`src/rtl/decode_pkg.sv`:
```
// Shared definitions for the stochastic decoder control path.
// Provides the sequencer state enum, the 16-bit LFSR polynomial,
// the default seed and the LFSR step helpers used by lfsr16 and
// by the sequencer's look-ahead EM_SEL register.
package decode_pkg;

  // Run-level phases of one codeword decode
  typedef enum logic [1:0] {
    S_IDLE   = 2'd0,
    S_INIT   = 2'd1,
    S_DECODE = 2'd2,
    S_DONE   = 2'd3
  } state_t;

  // x^16 + x^14 + x^13 + x^11 + 1 on a shift-left register: bits 15, 13, 12, 10
  localparam logic [15:0] LFSR_TAPS         = 16'hB400;
  localparam logic [15:0] LFSR_DEFAULT_SEED = 16'hACE1;

  // One Fibonacci step: XOR of the tapped bits enters at bit 0
  function automatic logic [15:0] lfsr_next(input logic [15:0] q);
    return {q[14:0], ^(q & LFSR_TAPS)};
  endfunction

  // All-zero is the lock-up state, so it is never loaded
  function automatic logic [15:0] lfsr_fix_seed(input logic [15:0] s);
    return (s == 16'h0000) ? 16'h0001 : s;
  endfunction

endpackage

```
`src/rtl/lfsr16.sv`:
```
// 16-bit Fibonacci LFSR, x^16+x^14+x^13+x^11+1, shifting left.
// Ports:
//   CLK   in   clock
//   RST   in   synchronous active-high reset, loads SEED (0 -> 1)
//   EN    in   advance one step this cycle
//   SEED  in   reset value
//   Q     out  current register contents
module lfsr16
  import decode_pkg::*;
(
  input  logic        CLK,
  input  logic        RST,
  input  logic        EN,
  input  logic [15:0] SEED,
  output logic [15:0] Q
);

  // State register; holds when EN is low
  always_ff @(posedge CLK) begin
    if (RST) begin
      Q <= lfsr_fix_seed(SEED);
    end else if (EN) begin
      Q <= lfsr_next(Q);
    end
  end

endmodule

```
`src/rtl/decode_sequencer.sv`:
```
// Run-level controller for a stochastic equality-node decoder.
// Each codeword goes through INIT (loads every edge-memory slot while
// walking EM addresses), DECODE (pseudo-random EM_SEL stream, node clock
// enabled) and terminates on settled parity or on the iteration cap.
// Ports:
//   CLK        in   clock, shared with the node array
//   RST        in   synchronous active-high reset
//   START      in   begin a decode (honoured in IDLE and DONE)
//   ABORT      in   cancel a decode in INIT or DECODE
//   PARITY_OK  in   AND of all check-node outputs
//   INIT       out  node INIT line
//   RUN        out  node-array clock enable
//   EM_SEL     out  EM address to all nodes
//   BUSY       out  high in INIT and DECODE
//   DONE       out  high in DONE
//   CONVERGED  out  result flag, valid while DONE
//   ITER_CNT   out  decode cycles used
module decode_sequencer
  import decode_pkg::*;
#(
  parameter int unsigned EM_AW     = 3,
  parameter int unsigned INIT_CYC  = 8,
  parameter int unsigned MAX_ITER  = 1024,
  parameter int unsigned ITER_W    = 16,
  parameter int unsigned SETTLE    = 4,
  parameter logic [15:0] LFSR_SEED = LFSR_DEFAULT_SEED
) (
  input  logic              CLK,
  input  logic              RST,
  input  logic              START,
  input  logic              ABORT,
  input  logic              PARITY_OK,
  output logic              INIT,
  output logic              RUN,
  output logic [EM_AW-1:0]  EM_SEL,
  output logic              BUSY,
  output logic              DONE,
  output logic              CONVERGED,
  output logic [ITER_W-1:0] ITER_CNT
);

  localparam int unsigned INIT_W = $clog2(INIT_CYC + 1);
  localparam int unsigned OK_W   = 8;

  localparam logic [INIT_W-1:0] INIT_LAST = INIT_W'(INIT_CYC - 1);
  localparam logic [ITER_W-1:0] ITER_CAP  = ITER_W'(MAX_ITER);
  localparam logic [OK_W-1:0]   OK_GOAL   = OK_W'(SETTLE);
  localparam logic [OK_W-1:0]   OK_SAT    = '1;

  state_t              r_state;
  logic [INIT_W-1:0]   r_init_cnt;
  logic [OK_W-1:0]     r_ok_cnt;

  logic [15:0]         w_lfsr;
  logic [15:0]         w_lfsr_nxt;
  logic                w_lfsr_en;
  logic [INIT_W-1:0]   w_init_nxt;
  logic [ITER_W-1:0]   w_iter_nxt;
  logic [OK_W-1:0]     w_ok_nxt;
  logic                w_conv_hit;
  logic                w_cap_hit;

  // LFSR steps on every DECODE cycle that is not cancelled
  assign w_lfsr_en  = (r_state == S_DECODE) && !ABORT;
  assign w_lfsr_nxt = lfsr_next(w_lfsr);

  lfsr16 u_lfsr (
    .CLK  (CLK),
    .RST  (RST),
    .EN   (w_lfsr_en),
    .SEED (LFSR_SEED),
    .Q    (w_lfsr)
  );

  // Incremented counters; termination is judged on these values
  assign w_init_nxt = r_init_cnt + INIT_W'(1);
  assign w_iter_nxt = ITER_CNT + ITER_W'(1);
  assign w_ok_nxt   = !PARITY_OK          ? '0 :
                      (r_ok_cnt == OK_SAT) ? r_ok_cnt :
                                             r_ok_cnt + OK_W'(1);
  assign w_conv_hit = (w_ok_nxt == OK_GOAL);
  assign w_cap_hit  = (w_iter_nxt == ITER_CAP);

  // Sequencer FSM with registered outputs; EM_SEL is loaded one cycle
  // ahead so it matches the address the nodes see in the current cycle
  always_ff @(posedge CLK) begin
    if (RST) begin
      r_state    <= S_IDLE;
      r_init_cnt <= '0;
      r_ok_cnt   <= '0;
      INIT       <= 1'b0;
      RUN        <= 1'b0;
      EM_SEL     <= '0;
      BUSY       <= 1'b0;
      DONE       <= 1'b0;
      CONVERGED  <= 1'b0;
      ITER_CNT   <= '0;
    end else begin
      case (r_state)
        S_IDLE, S_DONE: begin
          if (START) begin
            r_state    <= S_INIT;
            r_init_cnt <= '0;
            r_ok_cnt   <= '0;
            INIT       <= 1'b1;
            RUN        <= 1'b1;
            EM_SEL     <= '0;
            BUSY       <= 1'b1;
            DONE       <= 1'b0;
            CONVERGED  <= 1'b0;
            ITER_CNT   <= '0;
          end
        end

        S_INIT: begin
          if (ABORT) begin
            r_state <= S_IDLE;
            INIT    <= 1'b0;
            RUN     <= 1'b0;
            BUSY    <= 1'b0;
            EM_SEL  <= '0;
          end else if (r_init_cnt == INIT_LAST) begin
            // LFSR has not moved during INIT, so its current value is the first address
            r_state <= S_DECODE;
            INIT    <= 1'b0;
            EM_SEL  <= w_lfsr[EM_AW-1:0];
          end else begin
            r_init_cnt <= w_init_nxt;
            EM_SEL     <= w_init_nxt[EM_AW-1:0];
          end
        end

        S_DECODE: begin
          if (ABORT) begin
            // ITER_CNT deliberately kept for post-mortem inspection
            r_state <= S_IDLE;
            RUN     <= 1'b0;
            BUSY    <= 1'b0;
            EM_SEL  <= '0;
          end else begin
            ITER_CNT <= w_iter_nxt;
            r_ok_cnt <= w_ok_nxt;
            if (w_conv_hit || w_cap_hit) begin
              // Convergence wins a tie with the cap; EM_SEL holds the last address
              r_state   <= S_DONE;
              RUN       <= 1'b0;
              BUSY      <= 1'b0;
              DONE      <= 1'b1;
              CONVERGED <= w_conv_hit;
            end else begin
              EM_SEL <= w_lfsr_nxt[EM_AW-1:0];
            end
          end
        end

        default: begin
          r_state <= S_IDLE;
        end
      endcase
    end
  end

endmodule

```
`config.mk`:
```
export PLATFORM = sky130hd
export DESIGN_NAME = decode_sequencer
export DESIGN_NICKNAME = d
export VERILOG_FILES = /design/src/rtl/decode_pkg.sv /design/src/rtl/lfsr16.sv /design/src/rtl/decode_sequencer.sv
export SDC_FILE = /design/constraint.sdc
export NUM_CORES = 1
export LEC_CHECK = 0
export CAP_MARGIN = 30
export CORE_MARGIN = 2
export CORE_UTILIZATION = 59
export CTS_BUF_LIST = sky130_fd_sc_hd__clkbuf_2
export CTS_CLUSTER_SIZE = 25
export DETAILED_ROUTE_END_ITERATION = 12
export PLACE_DENSITY = 0.88
export SLEW_MARGIN = 20
export SYNTH_ARGS = -nofsm -noshare
export SYNTH_HDL_FRONTEND = slang
export SYNTH_SLANG_ARGS = --single-unit
```
`constraint.sdc`:
```
create_clock -name CLK -period 3 [get_ports CLK]
set_input_delay 0.45 -clock CLK [delete_from_list [all_inputs] [get_ports CLK]]
set_output_delay 0.45 -clock CLK [all_outputs]
set_load 0.03 [all_outputs]
```
==> impl_metrics.env <==
export IMPL_place_gp_congestion=0.9615
export IMPL_post_cts_buffers=0
export IMPL_crit_arrival_ns=3.10
export IMPL_syn_area_per_cell_um2=7.770
export IMPL_grt_max_degree=26
export IMPL_synthMuxAreaShare=0.01669
export IMPL_placementRows=25
export IMPL_vias_per_cell=6.210
export IMPL_die_area_mm2=0.005669
export IMPL_dpl_worst_slack_ns=0.3752
export IMPL_seqPwrFrac=0.583
export IMPL_timing_final_ws_setup_ns=0.3242
export IMPL_leakagePower_nw=1.170
export IMPL_path_max_fanout=10
export IMPL_drive_gt1_frac=0.07921
export IMPL_hold_start="u_lfsr.Q[11]"
export IMPL_synth_cell_types=58
export IMPL_drv_slew=0
export IMPL_numCtsBuffers=5
export IMPL_yosysWarningCount=0
export IMPL_synth_edff_count=0
export IMPL_area_growth_pct=11.14
export IMPL_synth_fa_ha_area_frac=0.02503
export IMPL_tightest_slew_ns=0.4991
export IMPL_io_buffers=28
export IMPL_required_ns=3.43
export IMPL_coreArea_mm2=0.004817
export IMPL_dr_first_iter_drc_count=430
export IMPL_critical_path_class="reg2reg"
export IMPL_cp_start_kind="register"
export IMPL_cts_tree="yes"
export IMPL_ys_ff_latch=53
export IMPL_cts_root_buf="clkbuf_2"
export IMPL_peakVddDrop_mv=0.3388
export IMPL_setup_viol=0
export IMPL_die_w_um=75.30
export IMPL_pin_count=29
export IMPL_antenna_found_initial=0
export IMPL_maxSlewHeadroom=0.6666
export IMPL_tns_ns=0
export IMPL_drcViolationCount=0
export IMPL_startpoint="ITER_CNT[0]"
export IMPL_fmax_ghz=0.3737
export IMPL_hold_viol_final=0
export IMPL_skew_ns=0.04489
export IMPL_synth_fp_nets=397
export IMPL_start_util=0.6226
export IMPL_clock_sinks=53
export IMPL_overflow=0
export IMPL_endpoint_kind="register"
export IMPL_avgRoutedWirePerCell_um=14.83
export IMPL_p_sw_mw=0.3983
export IMPL_dp_hpwl_mm=4.877
export IMPL_maxCapViolCount=0
export IMPL_ant_nets=0
export IMPL_cts_buffer_depth=2
export IMPL_synth_simple_area_share=0.3062
export IMPL_synth_compound_area_frac=0.2240
export IMPL_track_usage=0.2593
export IMPL_dieHeight_um=75.30
export IMPL_grt_pass1_wl_mm=11.60
export IMPL_via_count=2925
export IMPL_min_period_ns=2.676
export IMPL_p_per_area_mw_per_mm2=376.8
export IMPL_worstSkewPairLatency_ns=0.47
export IMPL_status="completed"
export IMPL_first_global_vias=2549
export IMPL_synth_xor_area_frac=0.01752
export IMPL_fin_crit_sh=0.8919
export IMPL_postCtsResizedCells=0
export IMPL_ctsHoldBuffers=0
export IMPL_wirelength_mm=6.985
export IMPL_comb_power_share=0.171
export IMPL_path_clk_slew_ns=0.28
export IMPL_ys_flop_type="dfxtp_1"
export IMPL_r2r_start="ITER_CNT[0]"
export IMPL_power_internal_mw=0.8578
export IMPL_netlist_area_mm2=0.002999
export IMPL_switching_share=0.3171
export IMPL_dr_pass1_iters=5
export IMPL_diodes=0
export IMPL_h_tree_depth=2
export IMPL_clockPowerShare=0.246
export IMPL_finalNetCount=414
export IMPL_syn_inst=386
export IMPL_report_power_total_mw=1.256
export IMPL_synthArstFlopShare=0
export IMPL_synth_top_family_by_area="simple AND/OR/NAND/NOR gates"
export IMPL_rsz0062_at_grt="no"
export IMPL_hold_class="reg2reg"
export IMPL_yosysSeqAreaShare=0.3538
-- cell usage after synthesis, types with 3 or more instances --
library cell	count	share of area
nand4_1	10	0.021
a311oi_1	5	0.015
and3_1	5	0.010
nand3_1	21	0.035
xnor2_1	5	0.015
clkbuf_1	18	0.023
a22oi_1	6	0.015
mux2i_1	5	0.017
dfxtp_1	53	0.35
ha_1	6	0.025
nand2_1	56	0.070
inv_1	8	0.010
o21ai_0	21	0.035
a31oi_1	7	0.015
nor3b_1	3	0.0075
a211o_1	3	0.0088
nor2_1	46	0.058
a21oi_1	36	0.060
nor3_1	10	0.017
or3_1	3	0.0063
a211oi_1	7	0.018
o211a_1	3	0.010
-- per-stage QoR --
step	instances	utilization	area (um2)	hold WS [ns]
final	471	0.6919	3333	0.4748
after global routing	471	0.6919	3333	0.4919
after CTS	471	0.6919	3333	0.4748
after detailed placement	463	0.6816	3283	0.4507
after global placement	463	0.6816	3283	0.4383
after floorplan	386	-	2999	0.4321
-- power by group through the flow --
stage / Clock [mW] / Combinational [mW] / Sequential [mW]
finish: 0.309 / 0.214 / 0.732
global route: 0.341 / 0.238 / 0.735
CTS: 0.317 / 0.213 / 0.732
detailed placement: 0 / 0.212 / 0.744
global placement: 0 / 0.207 / 0.744
floorplan: 0 / 0.138 / 0.755
-- layout by cell type (no fill, tap or decap), drive strengths merged, types with 3 or more instances in the layout --
master,netlist,layout
nand2,57,57
or4b,3,3
inv,8,9
and3,5,5
buf,7,8
nor2,48,48
nor3b,3,3
o21ai,21,21
or3,5,5
a211o,3,3
xnor2,5,5
a311oi,5,5
nand3,22,22
nand4,10,10
nor4,5,5
clkdlybuf4s50,0,28
a21oi,37,37
mux2i,5,5
a31oi,7,7
a211oi,7,7
dfxtp,53,53
ha,6,6
o211a,3,3
clkbuf,19,5
nor3,10,10
a22oi,6,6
-- kinds of logic after synthesis --
kind of cell | count (synthesis)
AOI/OAI and AO/OA | 102
xor gates and xnor gates | 6
adders and majority gates | 6
buffers and inverters | 34
DFF | 53
muxes | 5
and+or+nand+nor | 180
-- registers in the layout, summed over array words and instances (netlist names) --
name / count
BUSY: 1
CONVERGED: 1
u_lfsr.Q: 16
ITER_CNT: 16
EM_SEL: 3
INIT: 1
r_ok_cnt: 8
r_init_cnt: 4
DONE: 1
r_state: 2
-- cell type report --
type | count | area, um2
Tap cell | 67 | 83.83
Timing Repair Buffer | 36 | 340.3
Sequential cell | 53 | 1061
Inverter | 8 | 30.03
Clock inverter | 3 | 25.02
Multi-Input combinational cell | 299 | 1768
Fill cell | 407 | 1484
Clock buffer | 5 | 25.02
-- worst max-delay path: stages (launching register included) --
cell     delay [ns]
dfxtp_1        0.54
ha_1           0.36
nand2_2        0.14
nor4_2         0.40
nand4_1        0.15
a32oi_2        0.26
a41oi_4        0.22
or4b_1         0.51
nand3_1        0.09
-- metal layers --
metal | vias to the layer above | global-route usage | part of all wire | wire length (um)
li1 | 1435 | - | - | -
met1 | 1374 | 0.3512 | 0.45 | 3133
met2 | 107 | 0.4357 | 0.49 | 3404
met3 | 9 | 0.03439 | 0.053 | 372
met4 | 0 | 0.07212 | 0.011 | 75
met5 | - | 0 | 0 | 0
-- path summary, 6_finish.rpt --
path                            depth (start not counted)  slack (ns)           end
worst max-delay path                                    8        0.32     EM_SEL[1]
worst min-delay path                                    2        0.47  u_lfsr.Q[12]
worst min register to register                          2        0.47  u_lfsr.Q[12]
worst max register to register                          8        0.32     EM_SEL[1]
(Power assumes the default switching activity.)
